$ cat src/rtl/mem_access_unit.sv
// Memory-stage access controller: turns byte-addressed MIPS loads/stores into
// word accesses on DataMemory, with read-modify-write for sub-word stores.
//
// state   | meaning
// --------+------------------------------------------------------------
// IDLE    | ready for a request; misaligned requests pulse alignErr here
// RD_REQ  | enReadMem asserted, DataMemory captures the word this edge
// RD_DONE | ReadData valid; extract load lane or merge sub-word store
// WR      | enWriteMem asserted with the final word
module mem_access_unit #(
  parameter int ADDR_W     = 8,
  parameter bit BIG_ENDIAN = 1'b0
) (
  input  logic              clock,
  input  logic              nReset,
  input  logic              reqValid,
  input  logic [2:0]        memOp,
  input  logic [31:0]       byteAddr,
  input  logic [31:0]       storeData,
  output logic              ready,
  output logic [31:0]       loadData,
  output logic              loadValid,
  output logic              storeDone,
  output logic              alignErr,
  output logic [ADDR_W-1:0] Address,
  output logic [31:0]       WriteData,
  output logic              enReadMem,
  output logic              enWriteMem,
  input  logic [31:0]       ReadData
);

  localparam logic [2:0] OP_LW  = 3'd0;
  localparam logic [2:0] OP_LH  = 3'd1;
  localparam logic [2:0] OP_LHU = 3'd2;
  localparam logic [2:0] OP_LB  = 3'd3;
  localparam logic [2:0] OP_LBU = 3'd4;
  localparam logic [2:0] OP_SW  = 3'd5;
  localparam logic [2:0] OP_SH  = 3'd6;
  localparam logic [2:0] OP_SB  = 3'd7;

  typedef enum logic [1:0] {IDLE, RD_REQ, RD_DONE, WR} stateT;

  stateT              state;
  logic [2:0]         opReg;
  logic [ADDR_W+1:0]  addrReg;
  logic [15:0]        dataReg;

  logic               reqMisaligned;
  logic               opIsLoad;
  logic [1:0]         laneIdx;
  logic               hiHalf;
  logic [7:0]         rdByte;
  logic [15:0]        rdHalf;
  logic [31:0]        loadWord;
  logic [31:0]        mergedWord;
  logic               unusedAddrBits;

  // Upper address bits alias; they are deliberately dropped.
  assign unusedAddrBits = ^byteAddr[31:ADDR_W+2];

  assign ready      = (state == IDLE);
  assign enReadMem  = (state == RD_REQ);
  assign enWriteMem = (state == WR);
  assign Address    = addrReg[ADDR_W+1:2];
  assign opIsLoad   = (opReg <= OP_LBU);

  always_comb begin
    reqMisaligned = 1'b0;
    case (memOp)
      OP_LW, OP_SW:          reqMisaligned = (byteAddr[1:0] != 2'b00);
      OP_LH, OP_LHU, OP_SH:  reqMisaligned = byteAddr[0];
      default:               reqMisaligned = 1'b0;
    endcase
  end

  // Lane selection from the latched offset; big-endian mirrors the byte index.
  always_comb begin
    laneIdx = BIG_ENDIAN ? ~addrReg[1:0] : addrReg[1:0];
    hiHalf  = BIG_ENDIAN ? ~addrReg[1] : addrReg[1];
    rdHalf  = hiHalf ? ReadData[31:16] : ReadData[15:0];
    rdByte  = ReadData[7:0];
    mergedWord = ReadData;
    case (laneIdx)
      2'd0: begin rdByte = ReadData[7:0];   mergedWord[7:0]   = dataReg[7:0]; end
      2'd1: begin rdByte = ReadData[15:8];  mergedWord[15:8]  = dataReg[7:0]; end
      2'd2: begin rdByte = ReadData[23:16]; mergedWord[23:16] = dataReg[7:0]; end
      default: begin rdByte = ReadData[31:24]; mergedWord[31:24] = dataReg[7:0]; end
    endcase
    if (opReg == OP_SH) begin
      mergedWord = hiHalf ? {dataReg, ReadData[15:0]} : {ReadData[31:16], dataReg};
    end
  end

  always_comb begin
    loadWord = ReadData;
    case (opReg)
      OP_LH:   loadWord = {{16{rdHalf[15]}}, rdHalf};
      OP_LHU:  loadWord = {16'h0000, rdHalf};
      OP_LB:   loadWord = {{24{rdByte[7]}}, rdByte};
      OP_LBU:  loadWord = {24'h000000, rdByte};
      default: loadWord = ReadData;
    endcase
  end

  always_ff @(posedge clock or negedge nReset) begin
    if (!nReset) begin
      state     <= IDLE;
      opReg     <= OP_LW;
      addrReg   <= '0;
      dataReg   <= '0;
      WriteData <= '0;
      loadData  <= '0;
      loadValid <= 1'b0;
      storeDone <= 1'b0;
      alignErr  <= 1'b0;
    end else begin
      loadValid <= 1'b0;
      storeDone <= 1'b0;
      alignErr  <= 1'b0;
      case (state)
        IDLE: begin
          if (reqValid) begin
            opReg   <= memOp;
            addrReg <= byteAddr[ADDR_W+1:0];
            dataReg <= storeData[15:0];
            if (reqMisaligned) begin
              alignErr <= 1'b1;
            end else if (memOp == OP_SW) begin
              WriteData <= storeData;
              state     <= WR;
            end else begin
              state <= RD_REQ;
            end
          end
        end
        RD_REQ: state <= RD_DONE;
        RD_DONE: begin
          if (opIsLoad) begin
            loadData  <= loadWord;
            loadValid <= 1'b1;
            state     <= IDLE;
          end else begin
            WriteData <= mergedWord;
            state     <= WR;
          end
        end
        WR: begin
          storeDone <= 1'b1;
          state     <= IDLE;
        end
        default: state <= IDLE;
      endcase
    end
  end

endmodule

$ cat config.mk
export PLATFORM = sky130hd
export DESIGN_NAME = mem_access_unit
export DESIGN_NICKNAME = d
export VERILOG_FILES = /design/src/rtl/mem_access_unit.sv
export SDC_FILE = /design/constraint.sdc
export NUM_CORES = 1
export LEC_CHECK = 0
export ABC_CLOCK_PERIOD_IN_PS = 4400
export BUFFER_PORTS_ARGS = -buffer_cell sky130_fd_sc_hd__buf_2
export CORE_MARGIN = 10
export CORE_UTILIZATION = 55
export DETAILED_ROUTE_END_ITERATION = 12
export PLACE_DENSITY_LB_ADDON = 0.2
export SLEW_MARGIN = 20
export SYNTH_ARGS = -nofsm -noshare
export SYNTH_HDL_FRONTEND = slang
export SYNTH_SLANG_ARGS = --single-unit
export TNS_END_PERCENT = 30
$ cat constraint.sdc
create_clock -name clock -period 4.4 [get_ports clock]
set_input_delay 0.88 -clock clock [delete_from_list [all_inputs] [get_ports clock]]
set_output_delay 0.88 -clock clock [all_outputs]
set_load 0.02 [all_outputs]
==> results_dict.tcl <==
set metrics [dict create \
    maxSlewViolCount 0 \
    tritoncts_clock_tree "done" \
    rows 35 \
    synth-main-ff-cell "sky130_fd_sc_hd__dfrtp_1" \
    tightestPinTransition_ps 1010 \
    dr.first_iter.drc_count 397 \
    worst_setup_path_end_kind "flop" \
    clkSinkCount 98 \
    detail_route.first_pass.iterations 5 \
    postSynthRegisterBits 98 \
    hold_viol_final 0 \
    cp.arrival_ps 2920 \
    power.density_cell_area_nw_per_um2 827 \
    ratio_of_cells_with_drive_above_1_in_the_final_layout_pct 38.7 \
    gpl.final_weighted_congestion 0.899 \
    routed_wire_length_per_instance_um 20.3 \
    critPathRequiredTime_ps 4600 \
    grt_pass1_wl_um 25900 \
    placement.io_buffers 157 \
    finalSetupViolations 0 \
    worst_slew_margin_rel_pct 32.7 \
    maxClockFrequency_mhz 368 \
    hold_slack_ps 481 \
    drc 0 \
    grt_overflow_total 0 \
    r2r_cells 4 \
    worst_clock_skew_ps 9.06 \
    minimum_setup_slack_among_reg_to_reg_paths_ps 1680 \
    mappedNetlistArea_um2 5360 \
    drt.antenna.violating_nets 0 \
    clk_buf_depth 2 \
    max-cap-violations 0 \
    largest_net_degree_at_the_start_of_global_routing 79 \
    worstPathMaxFanout 22 \
    seq_area_frac_synth_pct 45.8 \
    hold_path_depth 2 \
    dieWidth_um 119 \
    num_vias 4560 \
    worst_slack_ps 1680 \
    critPathKind "flop to flop" \
    place_hpwl_um 12300 \
    clk-insertion-delay-late_ps 360 \
    net-switching-power_mw 2.42 \
    p_leak_nw 3.02 \
    core_um2 9370 \
    drt_wl_total_um 16100 \
    number_of_global_route_vias_before_repair 4719 \
    synth.net_count 627 \
    period_minus_slack_ps 2720 \
    classification_of_the_worst_slack_hold_path "flop to flop" \
    synth-edff-count 0 \
    power.internal_mw 2.79 \
    timing.final.crit_share_pct 61.8 \
    postSynth.asyncResetShare_pct 100 \
    power_switching_share_pct 46.5 \
    cts_buffers 9 \
    cts_setup_buffers 0 \
    final.setup.tns_ps 0 \
    gr-usage-all-layers_pct 22.6 \
    run_status "finished, final reports clean" \
    post-place-ws_ps 1710 \
    area_delta_synth_final_pct 17.6 \
    htreeDepth 3 \
    critPathLaunchType "flop" \
    cts.repair.resized 0 \
    netlist_instances 525 \
    setup_repair_after_global_routing_missed_its_margin "no" \
    num-nets-final 759 \
    seqPwrFrac_pct 33.2 \
    io_pins 180 \
    clk_pin_slew_worst_paths_ps 100 \
    clock_power_share_pct 11.4 \
    ys.warnings.count 0 \
    synth_cell_type_count 49 \
    ctsRootBufferMaster "sky130_fd_sc_hd__clkbuf_8" \
    die_h_um 119 \
    die_outline_area_um2 14100 \
    comb_power_share_pct 55.4 \
    initial_antenna_violation_count 2 \
    via_per_inst 5.76 \
    hold_buffers 0 \
    max-vdd-ir-drop_mv 0.447 \
    mean_area_per_synthesized_cell_um2 10.2 \
    start_util_pct 57.2 \
]
==> final timing paths <==
path,endpoint,from
setup / recovery,loadData[22],addrReg[0]
hold / removal,WriteData[31],WriteData[31]
setup reg to reg,loadData[22],addrReg[0]
hold reg to reg,WriteData[31],WriteData[31]
max in group asynchronous,WriteData[30],nReset
min in group asynchronous,WriteData[21],nReset
==> Yosys cell counts (2+ instances only) <==
cell type,instances,area [µm²]
sky130_fd_sc_hd__nand2_1,63,236
sky130_fd_sc_hd__xnor2_1,2,17.5
sky130_fd_sc_hd__mux2i_1,11,110
sky130_fd_sc_hd__dfrtp_1,98,2450
sky130_fd_sc_hd__nor3_1,8,40.0
sky130_fd_sc_hd__inv_1,13,48.8
sky130_fd_sc_hd__clkbuf_1,7,26.3
sky130_fd_sc_hd__a221oi_1,13,114
sky130_fd_sc_hd__o22ai_2,9,113
sky130_fd_sc_hd__buf_6,5,56.3
sky130_fd_sc_hd__o221ai_1,2,17.5
sky130_fd_sc_hd__nor2_2,2,12.5
sky130_fd_sc_hd__a211o_1,7,61.3
sky130_fd_sc_hd__nor2_1,46,173
sky130_fd_sc_hd__o22ai_1,15,93.8
sky130_fd_sc_hd__a31oi_1,4,25.0
sky130_fd_sc_hd__o21ai_0,22,110
sky130_fd_sc_hd__nand2b_1,12,75.1
sky130_fd_sc_hd__mux2_2,43,484
sky130_fd_sc_hd__mux4_2,7,158
sky130_fd_sc_hd__a21oi_1,43,215
sky130_fd_sc_hd__buf_4,12,90.1
sky130_fd_sc_hd__buf_2,18,90.1
sky130_fd_sc_hd__nor2b_1,8,50.1
sky130_fd_sc_hd__mux2_4,9,135
sky130_fd_sc_hd__and2_1,4,25.0
sky130_fd_sc_hd__o21bai_1,2,15.0
sky130_fd_sc_hd__o21ai_1,19,95.1
==> metrics by stage <==
stage | cells | power, mW | utilization (%) | area (µm²)
2_1_floorplan | 525 | 3.88 | - | 5360
3_3_place_gp | 775 | 4.53 | 65.1 | 6100
3_5_place_dp | 775 | 4.64 | 65.1 | 6100
4_1_cts | 790 | 5.24 | 67.2 | 6300
5_1_grt | 792 | 5.62 | 67.2 | 6300
6_report | 792 | 5.21 | 67.2 | 6300
==> layout by cell type (no fill, tap or decap), types with 2 or more instances in the layout <==
master | Yosys | final
sky130_fd_sc_hd__a211o_1 | 7 | 7
sky130_fd_sc_hd__a21oi_1 | 43 | 43
sky130_fd_sc_hd__a221oi_1 | 13 | 13
sky130_fd_sc_hd__a31oi_1 | 4 | 4
sky130_fd_sc_hd__and2_1 | 4 | 4
sky130_fd_sc_hd__buf_2 | 18 | 156
sky130_fd_sc_hd__buf_4 | 12 | 8
sky130_fd_sc_hd__clkbuf_8 | 0 | 10
sky130_fd_sc_hd__dfrtp_1 | 98 | 98
sky130_fd_sc_hd__diode_2 | 0 | 2
sky130_fd_sc_hd__inv_1 | 13 | 13
sky130_fd_sc_hd__mux2_2 | 43 | 43
sky130_fd_sc_hd__mux2_4 | 9 | 9
sky130_fd_sc_hd__mux2i_1 | 11 | 11
sky130_fd_sc_hd__mux4_2 | 7 | 7
sky130_fd_sc_hd__nand2_1 | 63 | 63
sky130_fd_sc_hd__nand2b_1 | 12 | 12
sky130_fd_sc_hd__nor2_1 | 46 | 46
sky130_fd_sc_hd__nor2_2 | 2 | 2
sky130_fd_sc_hd__nor2b_1 | 8 | 8
sky130_fd_sc_hd__nor3_1 | 8 | 8
sky130_fd_sc_hd__o21ai_0 | 22 | 22
sky130_fd_sc_hd__o21ai_1 | 19 | 19
sky130_fd_sc_hd__o21bai_1 | 2 | 2
sky130_fd_sc_hd__o221ai_1 | 2 | 2
sky130_fd_sc_hd__o22ai_1 | 15 | 15
sky130_fd_sc_hd__o22ai_2 | 9 | 9
sky130_fd_sc_hd__xnor2_1 | 2 | 2
==> worst max-delay path: stages, from the launching register on <==
cell and delay [ps]:
sky130_fd_sc_hd__dfrtp_1 960, sky130_fd_sc_hd__mux2i_1 380, sky130_fd_sc_hd__o22ai_2 180, sky130_fd_sc_hd__o41ai_4 860
sky130_fd_sc_hd__a21oi_1 170
==> power by group through the flow <==
| stage | Sequential (mW) | Clock, mW | Combinational, mW |
|---|---|---|---|
| 3_3_place_gp | 1.71 | 0 | 2.82 |
| 2_1_floorplan | 1.96 | 0 | 1.93 |
| 3_5_place_dp | 1.74 | 0 | 2.90 |
| 4_1_cts | 1.73 | 0.607 | 2.90 |
| 6_report | 1.73 | 0.594 | 2.89 |
| 5_1_grt | 1.80 | 0.645 | 3.17 |
==> cells by family (layout without fill, tap and decap cells) <==
family / count (synthesis) / in the layout / synth area share (%)
compound gates: 146 / 146 / 18.3
xor+xnor: 3 / 3 / 0.630
buf+inv: 57 / 193 / 5.98
flops: 98 / 98 / 45.8
mux: 70 / 70 / 16.5
other cells: 0 / 2 / 0
simple gates: 151 / 151 / 12.8
==> sequential cells by signal, indices dropped and copies added, names as in the netlist <==
| name | flops |
|---|---|
| loadData | 32 |
| WriteData | 32 |
| dataReg | 16 |
| loadValid | 1 |
| opReg | 3 |
| storeDone | 1 |
| state | 2 |
| addrReg | 10 |
| alignErr | 1 |
==> final cells by class <==
type / count / area [µm²]
fillers: 833 / 3070
multi-input cells: 370 / 2600
flip-flops and latches: 98 / 2450
repair buffers: 164 / 841
well taps: 129 / 161
clock buffers: 11 / 141
inverters: 14 / 52.6
clock inverters: 4 / 51.3
diodes: 2 / 5.00
==> layer usage <==
| metal | GRT usage (%) | part of all wire, % | vias to the layer above |
|---|---|---|---|
| met2 | 37.0 | 49 | 194 |
| met3 | 5.19 | 7.3 | 27 |
| met5 | 0 | 0 | - |
| met4 | 8.55 | 2.0 | 0 |
| li1 | - | - | 2135 |
| met1 | 28.6 | 41 | 2204 |
Note: power is estimated with default switching activity, not from simulation.
